===== config.mk =====
export PLATFORM = sky130hd
export DESIGN_NAME = chip_gate_array_tester
export DESIGN_NICKNAME = d
export VERILOG_FILES = /design/src/rtl/chip_tester_pkg.sv /design/src/rtl/chip_tester_settle_timer.sv /design/src/rtl/chip_gate_array_tester.sv
export SDC_FILE = /design/constraint.sdc
export NUM_CORES = 1
export LEC_CHECK = 0
export BUFFER_PORTS_ARGS = -buffer_cell sky130_fd_sc_hd__buf_2
export CAP_MARGIN = 10
export CELL_PAD_IN_SITES_DETAIL_PLACEMENT = 1
export CELL_PAD_IN_SITES_GLOBAL_PLACEMENT = 2
export CORE_UTILIZATION = 32
export CTS_BUF_LIST = sky130_fd_sc_hd__clkbuf_8
export CTS_CLUSTER_DIAMETER = 100
export CTS_CLUSTER_SIZE = 40
export DETAILED_ROUTE_END_ITERATION = 12
export GPL_TIMING_DRIVEN = 0
export PLACE_DENSITY_LB_ADDON = 0.1
export SYNTH_ARGS = -nofsm -noshare
export SYNTH_HDL_FRONTEND = slang
export SYNTH_SLANG_ARGS = --single-unit

===== constraint.sdc =====
create_clock -name Clk -period 2.38 [get_ports Clk]
set_clock_uncertainty 0.15 [all_clocks]
set_input_delay 0.238 -clock Clk [delete_from_list [all_inputs] [get_ports Clk]]
set_output_delay 0.238 -clock Clk [all_outputs]
set_load 0.02 [all_outputs]

===== src/rtl/chip_tester_pkg.sv =====
// Shared types and helpers for the 2-input gate-array tester: gate operation
// codes, controller states and the expected-output function.
package chip_tester_pkg;

    localparam int NUM_VECTORS = 4;

    typedef enum logic [2:0] {
        OP_NAND  = 3'd0,
        OP_NOR   = 3'd1,
        OP_AND   = 3'd2,
        OP_OR    = 3'd3,
        OP_XOR   = 3'd4,
        OP_XNOR  = 3'd5,
        OP_RSVD6 = 3'd6,
        OP_RSVD7 = 3'd7
    } gate_op_t;

    typedef enum logic [2:0] {
        ST_IDLE   = 3'd0,
        ST_INIT   = 3'd1,
        ST_DRIVE  = 3'd2,
        ST_SAMPLE = 3'd3,
        ST_DONE   = 3'd4
    } tester_state_t;

    // Expected Y of one gate for inputs a/b; reserved codes yield 0.
    function automatic logic gate_expected(gate_op_t op, logic a, logic b);
        logic y;
        case (op)
            OP_NAND: y = ~(a & b);
            OP_NOR:  y = ~(a | b);
            OP_AND:  y = a & b;
            OP_OR:   y = a | b;
            OP_XOR:  y = a ^ b;
            OP_XNOR: y = ~(a ^ b);
            default: y = 1'b0;
        endcase
        return y;
    endfunction

    function automatic logic op_is_reserved(gate_op_t op);
        return (op == OP_RSVD6) || (op == OP_RSVD7);
    endfunction

endpackage


===== src/rtl/chip_tester_settle_timer.sv =====
// Load/count-down timer; done is high on the last counted cycle while enabled.
module chip_tester_settle_timer #(
    parameter int WIDTH = 3
) (
    input  logic             Clk,
    input  logic             Reset,
    input  logic             load,
    input  logic [WIDTH-1:0] load_val,
    input  logic             en,
    output logic             done
);

    logic [WIDTH-1:0] cnt_q;
    logic [WIDTH-1:0] cnt_d;

    // Next count: load wins, otherwise count down and park at zero.
    always_comb begin
        cnt_d = cnt_q;
        if (load) begin
            cnt_d = load_val;
        end else if (en && (cnt_q != {WIDTH{1'b0}})) begin
            cnt_d = cnt_q - WIDTH'(1);
        end else begin
            cnt_d = cnt_q;
        end
    end

    // Counter register.
    always_ff @(posedge Clk) begin
        if (Reset) begin
            cnt_q <= {WIDTH{1'b0}};
        end else begin
            cnt_q <= cnt_d;
        end
    end

    assign done = en && (cnt_q == {WIDTH{1'b0}});

endmodule


===== src/rtl/chip_gate_array_tester.sv =====
// Exhaustive tester for NUM_GATES identical 2-input gates with run-time op select.
// Define CHIP_TESTER_SYNC_EN to pass Pin_Y through a 2-flop synchroniser.
module chip_gate_array_tester
    import chip_tester_pkg::*;
#(
    parameter int NUM_GATES     = 4,
    parameter int SETTLE_CYCLES = 4
) (
    input  logic                 Clk,
    input  logic                 Reset,
    input  logic                 Run,
    input  logic [2:0]           Gate_op,
    input  logic                 DISP_RSLT,
    output logic [NUM_GATES-1:0] Pin_A,
    output logic [NUM_GATES-1:0] Pin_B,
    input  logic [NUM_GATES-1:0] Pin_Y,
    output logic                 Done,
    output logic                 RSLT,
    output logic [NUM_GATES-1:0] Fail_mask
);

    localparam int TIMER_W = $clog2(SETTLE_CYCLES + 3);

    logic [NUM_GATES-1:0] y_cmp_s;

`ifdef CHIP_TESTER_SYNC_EN
    // Two extra drive cycles cover the synchroniser delay.
    localparam int DRIVE_CYCLES = SETTLE_CYCLES + 2;

    logic [NUM_GATES-1:0] y_meta_q, y_meta_d;
    logic [NUM_GATES-1:0] y_sync_q, y_sync_d;

    assign y_meta_d = Pin_Y;
    assign y_sync_d = y_meta_q;

    // Synchroniser flops for the returning gate outputs.
    always_ff @(posedge Clk) begin
        if (Reset) begin
            y_meta_q <= {NUM_GATES{1'b0}};
            y_sync_q <= {NUM_GATES{1'b0}};
        end else begin
            y_meta_q <= y_meta_d;
            y_sync_q <= y_sync_d;
        end
    end

    assign y_cmp_s = y_sync_q;
`else
    localparam int DRIVE_CYCLES = SETTLE_CYCLES;

    assign y_cmp_s = Pin_Y;
`endif

    tester_state_t        state_q, state_d;
    gate_op_t             op_q, op_d;
    logic [1:0]           vec_q, vec_d;
    logic [NUM_GATES-1:0] fail_mask_q, fail_mask_d;
    logic                 rslt_q, rslt_d;
    logic                 done_q, done_d;
    logic [NUM_GATES-1:0] pin_a_q, pin_a_d;
    logic [NUM_GATES-1:0] pin_b_q, pin_b_d;
    logic                 timer_load_s;
    logic                 timer_done_s;
    logic                 timer_en_s;
    logic                 exp_s;
    logic [NUM_GATES-1:0] sample_mask_s;
    logic                 drive_s;

    assign timer_en_s    = (state_q == ST_DRIVE);
    assign exp_s         = gate_expected(op_q, vec_q[1], vec_q[0]);
    assign sample_mask_s = fail_mask_q | (y_cmp_s ^ {NUM_GATES{exp_s}});

    chip_tester_settle_timer #(
        .WIDTH (TIMER_W)
    ) u_settle_timer (
        .Clk      (Clk),
        .Reset    (Reset),
        .load     (timer_load_s),
        .load_val (TIMER_W'(DRIVE_CYCLES - 1)),
        .en       (timer_en_s),
        .done     (timer_done_s)
    );

    // Next-state logic; outputs are registered from the next state so they
    // line up with the state they belong to.
    always_comb begin
        state_d      = state_q;
        op_d         = op_q;
        vec_d        = vec_q;
        fail_mask_d  = fail_mask_q;
        rslt_d       = rslt_q;
        timer_load_s = 1'b0;
        case (state_q)
            ST_IDLE: begin
                if (Run) begin
                    state_d     = ST_INIT;
                    op_d        = gate_op_t'(Gate_op);
                    vec_d       = 2'd0;
                    fail_mask_d = {NUM_GATES{1'b0}};
                    rslt_d      = 1'b0;
                end else begin
                    state_d = ST_IDLE;
                end
            end
            ST_INIT: begin
                if (op_is_reserved(op_q)) begin
                    fail_mask_d = {NUM_GATES{1'b1}};
                    rslt_d      = 1'b0;
                    state_d     = ST_DONE;
                end else begin
                    timer_load_s = 1'b1;
                    state_d      = ST_DRIVE;
                end
            end
            ST_DRIVE: begin
                if (timer_done_s) begin
                    state_d = ST_SAMPLE;
                end else begin
                    state_d = ST_DRIVE;
                end
            end
            ST_SAMPLE: begin
                fail_mask_d = sample_mask_s;
                if (vec_q == 2'(NUM_VECTORS - 1)) begin
                    rslt_d  = ~|sample_mask_s;
                    state_d = ST_DONE;
                end else begin
                    vec_d        = vec_q + 2'd1;
                    timer_load_s = 1'b1;
                    state_d      = ST_DRIVE;
                end
            end
            ST_DONE: begin
                if (DISP_RSLT) begin
                    state_d = ST_IDLE;
                end else begin
                    state_d = ST_DONE;
                end
            end
            default: begin
                state_d = ST_IDLE;
            end
        endcase
    end

    // Output values for the coming cycle.
    always_comb begin
        drive_s = (state_d == ST_DRIVE) || (state_d == ST_SAMPLE);
        done_d  = (state_d == ST_DONE);
        pin_a_d = drive_s ? {NUM_GATES{vec_d[1]}} : {NUM_GATES{1'b0}};
        pin_b_d = drive_s ? {NUM_GATES{vec_d[0]}} : {NUM_GATES{1'b0}};
    end

    // State and output registers.
    always_ff @(posedge Clk) begin
        if (Reset) begin
            state_q     <= ST_IDLE;
            op_q        <= OP_NAND;
            vec_q       <= 2'd0;
            fail_mask_q <= {NUM_GATES{1'b0}};
            rslt_q      <= 1'b0;
            done_q      <= 1'b0;
            pin_a_q     <= {NUM_GATES{1'b0}};
            pin_b_q     <= {NUM_GATES{1'b0}};
        end else begin
            state_q     <= state_d;
            op_q        <= op_d;
            vec_q       <= vec_d;
            fail_mask_q <= fail_mask_d;
            rslt_q      <= rslt_d;
            done_q      <= done_d;
            pin_a_q     <= pin_a_d;
            pin_b_q     <= pin_b_d;
        end
    end

    assign Pin_A     = pin_a_q;
    assign Pin_B     = pin_b_q;
    assign Done      = done_q;
    assign RSLT      = rslt_q;
    assign Fail_mask = fail_mask_q;

endmodule

Yosys cells after proc, flatten, opt, wreduce, memory -nomap -nowiden
Index checks and enable logic that the tools add are counted.
{"block": "word_totals", "regBits": 19, "output_inout_bits": 14}
{"block": "classes", "add_sub_neg": 2, "n_eq_ne": 18, "n_mux": 22, "n_bitwise": 9, "n_reduce_logical": 17}
{"operator": "$eq A3 B2 Y1 const B", "n": 6}
{"operator": "$eq A3 B3 Y1 const B", "n": 6}
{"operator": "$pmux W3 S5", "n": 1}
{"operator": "$pmux W4 S3", "n": 1}
{"operator": "$logic_not A3 Y1", "n": 3}
{"operator": "$mux W3", "n": 3}
{"operator": "$mux W2", "n": 4}
{"operator": "$mux W4", "n": 2}
{"operator": "$mux W1", "n": 7}
{"operator": "$eq A3 B1 Y1 const B", "n": 2}
{"operator": "$ne A2 B2 Y1 const B", "n": 3}
{"operator": "$pmux W1 S6", "n": 1}
{"operator": "$reduce_bool A3 Y1", "n": 2}
{"operator": "$not A1 Y1", "n": 4}
{"operator": "$or A4 B4 Y4", "n": 1}
{"operator": "$pmux W2 S2", "n": 1}
{"operator": "$reduce_and A4 Y1", "n": 1}
{"operator": "$reduce_or A2 Y1", "n": 2}
{"operator": "$reduce_or A4 Y1", "n": 1}
{"operator": "$xor A4 B4 Y4", "n": 1}
{"operator": "$pmux W1 S3", "n": 1}
{"operator": "$reduce_and A3 Y1", "n": 1}
{"operator": "$sub A3 B1 Y3 const B", "n": 1}
{"operator": "$add A2 B1 Y2 const B", "n": 1}
{"operator": "other kinds (10)", "n": 12}

Longest topological paths before layout
Gate-level depths: netlist of run 1.
{"block": "logic_depth", "depth_word": 9, "ltp_mapped": 6}

By module
From an unflattened synthesis of run 1, not the netlist that was laid out.
{"block": "hier_totals", "hier_cells": 133, "hier_area_um2": 1139.8}
{"module": "chip_gate_array_tester", "instances": 1, "cells_per_inst": 110, "area_each_um2": 928.4, "seq_area_each_um2": 320.3}
{"module": "chip_tester_settle_timer", "instances": 1, "cells_per_inst": 23, "area_each_um2": 211.5, "seq_area_each_um2": 60.1}

Least setup slack after synthesis of run 1
Ideal clock, no wire load.
{"block": "synth_timing", "kind": "reg2reg", "from": "register vec_q[0]", "to": "register fail_mask_q[0], in the netlist Fail_mask[0]", "setup_time_ps": 124, "t_arrival_ps": 1496, "required_time_ps": 2106, "setup_slack_ps": 610, "path_stages_with_launch": 7, "cell_sequence": "dfxtp_1 inv_1 ha_1 xnor2_1 or3b_4 a211oi_1 nor4_1"}
{"block": "synth_via", "elab_chain_len": 6, "elab_cells_between_ends": 10}
{"element": "from (decl)", "line_no": "chip_gate_array_tester.sv:56", "rtl": "logic [1:0] vec_q, vec_d;"}
{"element": "from (signal assigned)", "line_no": "chip_gate_array_tester.sv:168", "rtl": "vec_q <= vec_d;"}
{"element": "$xor A1 B1 Y1 (tied with other cells)", "line_no": "chip_tester_pkg.sv:34, chip_tester_pkg.sv:35"}
{"element": "$not A1 Y1 (on tied branches)", "line_no": "chip_tester_pkg.sv:35, chip_tester_pkg.sv:30, chip_tester_pkg.sv:31"}
{"element": "$pmux W1 S6 *", "line_no": "chip_tester_pkg.sv:29", "rtl": "case (op)"}
{"element": "$xor A4 B4 Y4 *", "line_no": "chip_gate_array_tester.sv:71", "rtl": "assign sample_mask_s = fail_mask_q | (y_cmp_s ^ {NUM_GATES{exp_s}});"}
{"element": "$or A4 B4 Y4 *", "line_no": "chip_gate_array_tester.sv:71"}
{"element": "$pmux W4 S3 *", "line_no": "chip_gate_array_tester.sv:93", "rtl": "case (state_q)"}
{"element": "to (signal assigned)", "line_no": "chip_gate_array_tester.sv:160", "rtl": "fail_mask_q <= {NUM_GATES{1'b0}};"}
{"element": "to (signal assigned)", "line_no": "chip_gate_array_tester.sv:169", "rtl": "fail_mask_q <= fail_mask_d;"}
{"element": "to (decl)", "line_no": "chip_gate_array_tester.sv:57", "rtl": "logic [NUM_GATES-1:0] fail_mask_q, fail_mask_d;"}
Every way passes the cells marked *; elsewhere a longest branch is shown, timed or not.
A chain may end at the register's enable or synchronous reset.

Worst setup path after layout of run 1
{"block": "layout_timing", "from": "register vec_q[1]", "to": "register fail_mask_q[2], in the netlist Fail_mask[2]"}
Same word-level chain as after synthesis.

==> results of run 1 <==
cells by family (layout without fill, tap and decap cells):
family	Yosys count	in the layout	share of synthesized area
muxes	3	3	0.0284
and+or+nand+nor	53	53	0.287
AOI/OAI and AO/OA	30	30	0.165
DFF	19	19	0.332
buffers and inverters	22	49	0.104
adders and majority gates	5	5	0.0545
xor gates and xnor gates	4	4	0.0305
cells in the final DEF (no fill, tap or decap), types with 2 or more instances in the layout:
cell      netlist  routed
nor3_1          2       2
ha_1            5       5
inv_1          10      11
nand3_1         2       2
a31oi_1         3       3
or3b_4          2       2
buf_4           7       7
nand4_1         3       3
dfxtp_1        19      19
mux2_2          2       2
o21ai_0         3       3
o211ai_1        2       2
nand2_1         6       6
and3b_1         3       3
o22ai_1         2       2
xnor2_1         3       3
a211oi_1        3       3
nor2_1          9       9
clkbuf_1        2       2
a21oi_1        13      13
nor4_1          9       9
nand3b_1        2       2
buf_2           2      25
clkbuf_8        0       3
or2b_1          2       2
nor2b_1         2       2
nand2b_1        3       3
cell type report:
type,count,area share
Buffer,12,0.0596
Clock buffer,3,0.0302
Clock inverter,1,0.00275
Inverter,10,0.0275
Multi-Input combinational cell,95,0.475
Sequential cell,19,0.279
Tap cell,46,0.0422
Timing Repair Buffer,23,0.0843
registers in the layout (all words and copies together) (netlist names), 2 cells and up:
| name | flops |
|---|---|
| Fail_mask | 4 |
| op_q | 3 |
| state_q | 3 |
| u_settle_timer.cnt_q | 3 |
| vec_q | 2 |
stage by stage:
stage	cell area [um2]	cells	hold WS [ns]	util
finish	1370	209	0.0659	0.403
global route	1370	209	0.0902	0.403
global placement	1320	205	0.330	0.389
floorplan	1150	136	0.224	-
detailed placement	1320	205	0.339	0.389
CTS	1370	209	0.0627	0.403
layer usage:
metal | global-route usage | routed length (um) | vias up | part of all wire
met5 | 0 | 0 | - | 0
met4 | 0.0730 | 52 | 0 | 0.017
met3 | 0.0290 | 96 | 6 | 0.031
met2 | 0.301 | 1510 | 23 | 0.49
met1 | 0.245 | 1430 | 535 | 0.46
li1 | - | - | 532 | -
power breakdown:
part	total [mW]	switching (mW)	internal (mW)
logic	0.191	0.112	0.0787
registers	0.358	0.0192	0.338
clock network	0.225	0.110	0.115
total	0.774	0.242	0.532
worst max path at each step:
stage          cells after the start  slack, ns            to  startpoint
2_1_floorplan                      6       0.61  Fail_mask[0]    vec_q[0]
3_3_place_gp                       6       0.51  Fail_mask[1]    vec_q[0]
3_5_place_dp                       6       0.47  Fail_mask[2]    vec_q[1]
4_1_cts                            6       0.44  Fail_mask[2]    vec_q[1]
5_1_grt                            6       0.39  Fail_mask[0]    vec_q[0]
6_report                           6       0.45  Fail_mask[2]    vec_q[1]
worst register-to-register path, cell delays in order (launching register included):
cell and delay (ns):
dfxtp_1 0.39, inv_1 0.09, ha_1 0.29, xnor2_1 0.16, or3b_4 0.43, a211oi_1 0.23
nor4_1 0.08
==> qor.yml, run 1 <==
synth_commonest_cells: "dfxtp_1, a21oi_1, inv_1, nor2_1, nor4_1"
synthesis.nets: 152
required_ns: 2.38
worstMarginPinSlew_ns: 0.466
hold_path_depth: 3
leakagePower_nw: 0.593
nets: 180
relSlewSlack: 0.689
antenna_found_initial: 0
synth_cell_types: 41
path_class: "reg -> reg"
r2r-end: "Fail_mask[2]"
final_antenna_net_count: 0
wirelength_mm: 3.09
clock-root-buffer: "clkbuf_8"
core_mm2: 0.00339
hp-start: "Gate_op[2]"
setup_viol: 0
first_pass_iters: 4
drt_iter0_drc: 27
synth_edf_count: 0
portBuffers: 23
synth_top_cell_area_share: 0.332
ctsHoldBuffers: 0
synth-main-ff-cell: "dfxtp_1"
numCtsBuffers: 3
multi_input_comb_area_um2: 648
timing.rr.start: "vec_q[1]"
grt_pass1_vias: 1066
critical_path.max_fanout: 5
min_to: "op_q[2]"
clkLatencyLatePin_ns: 0.26
clockBufferDepth: 2
yosysTopAreaCell: "dfxtp_1"
rsz0062_at_grt: "false"
hold_path.class: "in -> reg"
cp_num_buf_inv: 1
fin_ws_ns: 0.445
cts.sinks: 19
filler_cell_count: 418
viasPerCell: 5.24
clk_pin_slew_ns: 0.07
ys_seq_area_frac: 0.332
synth-seq-cells: 19
yosysWarnings: 0
fp.dieW_um: 61.9
layout_min_cycle_time_ns: 1.93
grt_usage: 0.185
timing.final.crit_share: 0.813
worstSetupStartpointType: "flip-flop"
dieArea_mm2: 0.00383
hpwlAfterDp_mm: 2.38
hold_viol: 0
wl_per_cell_um: 14.8
crit_path_end_kind: "flip-flop"
drive_above_1_share: 0.294
route.detailed.drc: 0
post-place-ws_ns: 0.467
cts_tree: "done"
htreeDepth: 1
slew_violations: 0
finalWeightedCongestion: 0.762
ir_worst_vdd_mv: 0.166
ff2ff_path_depth: 6
fin_setup_tns_ns: 0
area.sequential_um2: 380
dr_total_vias: 1096
synthesis.area_mm2: 0.00115
p_per_area_mw_per_mm2: 567
power_mw: 0.774
r2r_slack_ns: 0.45
arrival_ns: 1.93
globalRouteOverflowTotal: 0
cpLargestDelayFamily: "simple AND/OR/NAND/NOR gates"
cp_slowest_cell: "or3b_4"
grt_max_degree: 11
crit_chain: "inv_1 > ha_1 > xnor2_1 > or3b_4 > a211oi_1 > nor4_1"
post-cts-setup-buffers: 0
diodes: 0
syn2layout_area_growth_pct: 19.0
syn_area_per_cell_um2: 8.44
fmax_mhz: 517
yosysMostFrequentCell: "dfxtp_1"
status: "complete, no violations"
maxCapViolCount: 0
yosys-top-cells-area: "dfxtp_1, a21oi_1, ha_1"
slowest_delay_ns: 0.43
num_rows: 21
grt_pass1_wl_mm: 5.06
start_util: 0.339
synthArstFlopShare: 0
synthCells: 136
die_h_um: 61.9
ctsResizeCount: 0
ios: 25
(Power assumes the default switching activity.)
==> run 2: changes to the inputs <==
Settings changed: ABC_AREA from default to 1, CORE_UTILIZATION 32 to 28.
Clock period 2.38 ns to 1.77 ns, I/O delays scaled along.
==> qor.yml, run 2 <==
synth_commonest_cells: "inv_1, dfxtp_1, nand2_1, nor2_1, a21oi_1"
arrival_ns: 1.78
syn_area_per_cell_um2: 7.47
worstMarginPinSlew_ns: 0.525
synthCells: 150
hpwlAfterDp_mm: 2.20
dr_total_vias: 1024
clock-root-buffer: "clkbuf_8"
ir_worst_vdd_mv: 0.323
antenna_found_initial: 0
synthesis.area_mm2: 0.00112
slew_violations: 0
drt_iter0_drc: 15
mostFrequentLayoutCell: "buf_2"
num_rows: 22
largest_reg_flops: 4
synthArstFlopShare: 0
yosys-top-cells-area: "dfxtp_1, inv_1, a21oi_1"
post-place-ws_ns: -0.0868
ff2ff_path_depth: 10
numCtsBuffers: 3
r2r-end: "RSLT"
clockBufferDepth: 2
synth_cell_types: 26
ios: 25
wirelength_mm: 2.75
relSlewSlack: 0.650
core_mm2: 0.00374
timing.final.crit_share: 0.981
worstSetupStartpointType: "flip-flop"
power_mw: 1.23
diodes: 0
required_ns: 1.81
rsz0062_at_grt: "true"
final_cell_area_mm2: 0.00143
synth_compound_gate_area_share: 0.136
whs_ns: 0.0593
synth_fa_ha_area_frac: 0.0559
leakagePower_nw: 0.661
grt_usage: 0.144
clkLatencyLatePin_ns: 0.25
fin_ws_ns: 0.0344
synth_top_family_by_area: "simple AND/OR/NAND/NOR gates"
grt_pass1_vias: 1032
yosysTopAreaCell: "dfxtp_1"
cts.sinks: 19
post-cts-setup-buffers: 0
portBuffers: 24
final_antenna_net_count: 0
viasPerCell: 4.51
ys_seq_area_frac: 0.340
first_pass_iters: 4
yosys.area_share.xor_xnor: 0.00782
synth-main-ff-cell: "dfxtp_1"
globalRouteOverflowTotal: 0
synth_edf_count: 0
setup_viol: 0
path_class: "reg -> reg"
start_util: 0.299
fp.dieW_um: 65.2
dieArea_mm2: 0.00426
p_per_area_mw_per_mm2: 861
final_cell_mix: "buf_2, inv_1, dfxtp_1"
timing.rr.start: "vec_q[0]"
htreeDepth: 1
yosysWarnings: 0
place_area_mm2: 0.00130
synth-seq-cells: 19
synthSimpleGateAreaFrac: 0.323
crit_path_end_kind: "flip-flop"
status: "complete, no violations"
synthesis.nets: 166
r2r_slack_ns: 0.03
route.detailed.drc: 0
yosys-mux-area-fraction: 0
fmax_mhz: 576
crit_path_end: "RSLT"
hold_viol: 0
maxCapViolCount: 0
hold_path.class: "in -> reg"
grt_pass1_wl_mm: 4.71
finalWeightedCongestion: 0.818
die_h_um: 65.2
clk_pin_slew_ns: 0.08
yosysMostFrequentCell: "inv_1"
critical_path.max_fanout: 5
wl_per_cell_um: 12.1
syn2layout_area_growth_pct: 27.7
drive_above_1_share: 0.425
synth_top_cell_area_share: 0.340
nets: 196
startpoint: "vec_q[0]"
finish.utilization: 0.382
cts_tree: "done"
grt_max_degree: 12
layout_min_cycle_time_ns: 1.74
==> run 2: power breakdown <==
part	switching (mW)	internal (mW)
combinational	0.271	0.150
clock	0.151	0.156
sequential	0.0354	0.466
==> run 2: layout make-up <==
class / instances / area (um2)
Tap cell: 48 / 60.1
Buffer: 7 / 48.8
Multi-Input combinational cell: 96 / 652
Fill cell: 501 / 2310
Sequential cell: 19 / 385
Clock inverter: 1 / 5.00
Clock buffer: 3 / 41.3
Timing Repair Buffer: 25 / 130
Inverter: 28 / 108
==> run 2: timing repair <==
item | 4_1_cts | 5_1_grt
hold buffers | 1 | 0
gates resized for setup | 6 | 19
endpoints found under the hold margin | 2 | 0
pin swaps | 2 | 5
setup endpoints to repair | 5 | 6
==> run 2: how the worst min path moves through the flow <==
stage                     cells after the start      endpoint       start  slack [ns]
after floorplan                               1  Fail_mask[2]       Reset         0.1
after global placement                        2    state_q[0]       Reset        0.25
after detailed placement                      2    state_q[0]       Reset        0.26
after CTS                                     3       op_q[2]  Gate_op[2]        0.06
after global routing                          3       op_q[0]  Gate_op[0]        0.07
final                                         3       op_q[2]  Gate_op[2]        0.06
==> run 2: cell families (layout without fill, tap and decap cells) <==
family / Yosys count / in the layout
adders and majority gates: 5 / 5
and+or+nand+nor: 63 / 63
buffers and inverters: 35 / 64
DFF: 19 / 19
AOI/OAI and AO/OA: 27 / 27
xor gates and xnor gates: 1 / 1
==> run 2: layer usage <==
metal | global-route usage | part of all wire | vias up
met3 | 0.0156 | 0.027 | 2
met4 | 0.0571 | 0.0080 | 0
met2 | 0.226 | 0.46 | 14
li1 | - | - | 532
met1 | 0.202 | 0.50 | 476
met5 | 0 | 0 | -
==> run 2: through the flow <==
stage	setup TNS, ns	cells
2_1_floorplan	0	150
3_3_place_gp	-0.211	222
3_5_place_dp	-0.284	222
4_1_cts	0	227
5_1_grt	-0.141	227
6_report	0	227
==> run 2: worst max-delay path, stage by stage (launching register included) <==
cell and delay (ns):
dfxtp_4 0.38, inv_4 0.04, ha_4 0.26, nand2_2 0.06, nand3_4 0.09, nand3_4 0.10
nand3_1 0.12, nand3_2 0.10, nor2_2 0.13, nand3_2 0.10, a21oi_2 0.13
